==> src/rtl/instr_fetch.sv <==
// Instruction fetch stage: one outstanding imem request, 2-entry {pc, instr} buffer, redirect flush.
// Optional macro FETCH_PERF_CNT_EN adds a delivered-instruction counter on fetch_count.
module instr_fetch (
  input  logic        clk,
  input  logic        reset1_n,
  input  logic [31:0] pc,
  output logic [31:0] next_pc,
  input  logic        redirect,
  input  logic [31:0] redirect_pc,
  output logic        imem_req,
  output logic [31:0] imem_addr,
  input  logic        imem_ready,
  input  logic        imem_rvalid,
  input  logic [31:0] imem_rdata,
  output logic        if_valid,
  output logic [31:0] if_instr,
  output logic [31:0] if_pc,
  input  logic        id_ready,
  output logic [31:0] fetch_count
);

  // Handshakes: a transfer happens on a rising edge where the producer's valid/req and the
  // consumer's ready are both 1; valid/req never depend on ready. imem_rvalid has no ready.
  typedef enum logic [1:0] {
    IDLE = 2'd0,
    WAIT = 2'd1,
    DROP = 2'd2
  } state_t;

  state_t      state_q;
  state_t      state_d;
  logic [31:0] req_pc;
  logic [63:0] fifo_mem [2];
  logic        wr_ptr;
  logic        rd_ptr;
  logic [1:0]  fifo_count;
  logic        accept;
  logic        push;
  logic        pop;

  // The outstanding request is not counted separately: requests only leave IDLE.
  assign imem_req  = reset1_n && (state_q == IDLE) && !redirect && (fifo_count < 2'd2);
  assign imem_addr = pc;
  assign accept    = imem_req && imem_ready;
  assign push      = (state_q == WAIT) && imem_rvalid && !redirect;
  assign pop       = if_valid && id_ready;

  assign if_valid  = (fifo_count != 2'd0);
  assign if_pc     = fifo_mem[rd_ptr][63:32];
  assign if_instr  = fifo_mem[rd_ptr][31:0];

  always_comb begin
    next_pc = pc;
    if (redirect) begin
      next_pc = redirect_pc;
    end else if (accept) begin
      next_pc = pc + 32'd4;
    end
  end

  always_ff @(posedge clk or negedge reset1_n) begin
    if (!reset1_n) begin
      state_q <= IDLE;
    end else begin
      state_q <= state_d;
    end
  end

  always_comb begin
    state_d = state_q;
    unique case (state_q)
      IDLE: begin
        if (accept) state_d = WAIT;
      end
      WAIT: begin
        // A response arriving with a redirect ends the request but is discarded.
        if (imem_rvalid) begin
          state_d = IDLE;
        end else if (redirect) begin
          state_d = DROP;
        end
      end
      DROP: begin
        if (imem_rvalid) state_d = IDLE;
      end
      default: state_d = IDLE;
    endcase
  end

  always_ff @(posedge clk or negedge reset1_n) begin
    if (!reset1_n) begin
      req_pc <= '0;
    end else if (accept) begin
      req_pc <= pc;
    end
  end

  always_ff @(posedge clk or negedge reset1_n) begin
    if (!reset1_n) begin
      fifo_mem[0] <= '0;
      fifo_mem[1] <= '0;
      wr_ptr      <= 1'b0;
      rd_ptr      <= 1'b0;
      fifo_count  <= 2'd0;
    end else if (redirect) begin
      wr_ptr     <= 1'b0;
      rd_ptr     <= 1'b0;
      fifo_count <= 2'd0;
    end else begin
      if (push) begin
        fifo_mem[wr_ptr] <= {req_pc, imem_rdata};
        wr_ptr           <= ~wr_ptr;
      end
      if (pop) begin
        rd_ptr <= ~rd_ptr;
      end
      unique case ({push, pop})
        2'b10:   fifo_count <= fifo_count + 2'd1;
        2'b01:   fifo_count <= fifo_count - 2'd1;
        default: fifo_count <= fifo_count;
      endcase
    end
  end

`ifdef FETCH_PERF_CNT_EN
  logic [31:0] fetch_count_q;

  always_ff @(posedge clk or negedge reset1_n) begin
    if (!reset1_n) begin
      fetch_count_q <= '0;
    end else if (pop) begin
      fetch_count_q <= fetch_count_q + 32'd1;
    end
  end

  assign fetch_count = fetch_count_q;
`else
  assign fetch_count = '0;
`endif

endmodule

==> config.mk <==
export PLATFORM = sky130hd
export DESIGN_NAME = instr_fetch
export DESIGN_NICKNAME = d
export VERILOG_FILES = /design/src/rtl/instr_fetch.sv
export SDC_FILE = /design/constraint.sdc
export NUM_CORES = 1
export LEC_CHECK = 0
export ABC_AREA = 1
export ABC_CLOCK_PERIOD_IN_PS = 3500
export CORE_UTILIZATION = 50
export CTS_BUF_LIST = sky130_fd_sc_hd__clkbuf_4
export DETAILED_ROUTE_END_ITERATION = 8
export GPL_TIMING_DRIVEN = 0
export PLACE_DENSITY = 0.84
export SLEW_MARGIN = 20
export SYNTH_ARGS = -nofsm -noshare
export SYNTH_HDL_FRONTEND = slang
export SYNTH_SLANG_ARGS = --single-unit
==> constraint.sdc <==
create_clock -name clk -period 3.5 [get_ports clk]
set_input_delay 0.7 -clock clk [delete_from_list [all_inputs] [get_ports clk]]
set_output_delay 0.7 -clock clk [all_outputs]
set_load 0.05 [all_outputs]
==> metrics.csv <==
stage,metric,value,unit
power_and_ir_drop,PD cells,685,mW/mm²
sta,pins over their slew limit,0,
sta,Rel. slew slack,61.8,%
final_layout,"commonest non-fill, non-tap cells in the layout","nand2_1, o21ai_0, dfrtp_1",
final_layout,Area Overhead vs Synth,35.4,%
critical_path,"critical path fanouts, max",6,
routing,initial drt markers,494,
clocking,clock sinks,166,
critical_path,CP top delay family,buffers and inverters,
logic_synthesis,number of synthesized flops with an enable pin,0,
routing,DRT Pass-1 Iters,7,
critical_path,critical path type,input port to output pin,
floorplan,die area,0.0181,mm²
clocking,CTS tree,built,
sta,skew final,0.0223,ns
global_route,Overall Global Routing Usage,28.5,%
logic_synthesis,prevailing post-synth register cell,dfrtp_1,
sta,min Tclk post-route,3.45,ns
critical_path,Setup crit end kind,output pin,
clocking,H-Tree Depth,4,
final_layout,fill count,1386,
critical_path,Critical Path Most Common Cell,nand2_1,
logic_synthesis,Synth Register Bits,166,
clocking,Clock Pin Slew Worst Setup and Hold Paths,0.15,ns
clocking,CTS root buffer,clkbuf_4,
logic_synthesis,Ys Warns,0,
floorplan,row count,48,
routing,DR WL/cell,15.9,µm
outcome,status,finished clean,
placement,DP HPWL,18.2,mm
final_layout,"most common cell after layout, fill and taps aside",nand2_1,
critical_path,slowest CP cell,clkdlybuf4s50_1,
critical_path,worst path required time,2.80,ns
final_layout,layout cells sized above 1,18.5,%
routing,DR vias,8313,
global_route,largest net degree at the start of global routing,53,
sta,Tightest Pin Transition,0.571,ns
sta,final hold vios,0,
logic_synthesis,Async SR Flop Fraction,100,%
critical_path,Startpoint Class,input port,
final_layout,Total Nets Final,1471,
routing,final antenna-violating net count,0,
global_route,global-route wire length before repair,40.2,mm
sta,Setup TNS,0,ns
placement,Final Wtd Congestion,0.978,
global_route,vias in the first global route,7931,
logic_synthesis,Mapped Area,0.00880,mm²
logic_synthesis,sequential area share after synthesis,47.2,%
logic_synthesis,Post-Synthesis Cells,1082,
hold_path,Hold WC Path Type,input port to asynchronous set/reset pin,
global_route,initial antenna violation count,1,
logic_synthesis,synthesized area per cell,8.14,µm²
sta,Final setup viols,0,
floorplan,area of the core,0.0172,mm²
sta,period utilization,98.6,%
routing,# DRC,0,
floorplan,Starting Density,51.1,%
floorplan,Vert. Die Dim,135,µm
critical_path,"slowest stage delay, CP",0.59,ns
critical_path,Bufs and invs on worst path,3,
placement,number of I/O port buffers,230,
final_layout,Post-Route Utilization,69.2,%
clocking,Max Buffers Root-to-Sink,2,
sta,Fmax,0.290,GHz
global_route,GRT overflow,0,
floorplan,# IOs,264,
routing,WL final,25.5,mm
power_and_ir_drop,peak supply drop,0.426,mV
run,max cap viols,0,
power_and_ir_drop,Leak Pwr,6.09,nW
routing,Via-to-Cell Ratio,5.17,
clocking,"Clk Latency, worst-skew pair",0.57,ns
critical_path,crit-path cells,clkdlybuf4s50_1 > nand2_1 > nor2_2 > nand2_1 > nor2_4 > buf_4 > xnor2_1 > o21ai_0 > clkdlybuf4s15_2,
clocking,CTS Buf Count,17,
logic_synthesis,synth unique cells,30,
floorplan,die width,135,µm
critical_path,crit path DAT,2.75,ns
==> metal layers <==
metal,vias up,wire length [µm],global-route usage [%]
li1,3930,-,-
met4,0,734,10.8
met3,66,1570,4.54
met5,-,0,0
met1,3930,10700,36.5
met2,387,12600,48.7
==> synth_stat cells (6+ instances only) <==
library cell	n	area (µm²)
mux2_4	15	225
nor2_1	38	143
mux2_2	37	417
a21oi_1	6	30.0
dfrtp_1	166	4150
inv_1	119	447
o21ai_0	183	916
nand3_1	52	260
nand2_1	307	1150
buf_2	30	150
nand4_1	8	50.1
buf_4	66	495
clkbuf_1	19	71.3
==> worst register-to-register path: stages, from the launching register on <==
cell     delay [ns]
dfrtp_1        0.42
inv_2          0.08
nand2_2        0.07
nor2_4         0.10
nand2_2        0.09
nor2_1         0.17
buf_2          0.28
buf_2          0.28
nand2_1        0.09
o21ai_0        0.11
==> per-stage QoR <==
step | total power (W) | worst slack (ns) | hold slack, ns | cell area [µm²] | instances
final | 0.00816 | 0.0492 | 0.0763 | 11900 | 1607
after global routing | 0.00854 | -0.0161 | 0.0374 | 11900 | 1607
after CTS | 0.00817 | 0.000673 | 0.0403 | 11900 | 1604
after detailed placement | 0.00704 | -0.591 | 0.461 | 11500 | 1569
after global placement | 0.00692 | -6.23 | 0.452 | 11500 | 1568
after floorplan | 0.00555 | 0.183 | 0.404 | 8920 | 1113
==> worst paths after layout <==
kind	from	to	slack, ns	cells after the start
worst max-delay path	pc[6]	next_pc[11]	0.05	9
worst min-delay path	reset1_n	fifo_mem[88]	0.08	2
worst min register to register	req_pc[11]	fifo_mem[43]	0.51	2
min in group clk	req_pc[11]	fifo_mem[43]	0.51	2
worst max register to register	state_q[1]	fifo_mem[44]	1.75	9
max in group asynchronous	reset1_n	fifo_mem[33]	2.47	2
==> power breakdown <==
part / leakage (nW) / total, W / switching [W] / internal, W
Clock: 0.185 / 0.00131 / 0.000719 / 0.000589
Combinational: 3.96 / 0.00401 / 0.00274 / 0.00127
Sequential: 1.94 / 0.00284 / 0.000370 / 0.00247
Total: 6.09 / 0.00816 / 0.00383 / 0.00433
==> sequential cells by signal, summed over array words and instances, names as in the netlist <==
register	flops
rd_ptr	1
wr_ptr	1
state_q	2
req_pc	32
fifo_mem	128
fifo_count	2
==> cell type report <==
type / instances / area, µm² / share of cell area [%]
diodes: 1 / 2.50 / 0.0210
plain buffers: 118 / 766 / 6.42
clock buffers: 17 / 128 / 1.07
clock inverters: 15 / 215 / 1.81
inverters: 122 / 462 / 3.87
multi-input cells: 706 / 3560 / 29.9
flip-flops and latches: 166 / 4150 / 34.8
well taps: 225 / 282 / 2.36
repair buffers: 237 / 2350 / 19.7
==> repair_timing <==
action / CTS / global route
cloned: 1 / 0
endpoints found under the hold margin: 9 / 0
pin swaps: 0 / 1
buffers inserted: 0 / 2
hold buffers: 3 / 0
setup endpoints to repair: 95 / 43
resized for setup: 196 / 38
==> logic make-up (layout without fill, tap and decap cells) <==
| kind of cell | Yosys count | in the layout | synth area share (%) |
|---|---|---|---|
| DFF | 166 | 166 | 47.2 |
| and+or+nand+nor | 418 | 418 | 19.5 |
| xor gates and xnor gates | 6 | 6 | 0.597 |
| muxes | 52 | 52 | 7.29 |
| other | 1 | 33 | 0.0426 |
| adders and majority gates | 1 | 1 | 0.142 |
| buffers and inverters | 241 | 509 | 13.9 |
| AOI/OAI and AO/OA | 197 | 197 | 11.3 |
No activity file was read; power rests on OpenSTA's default activity.
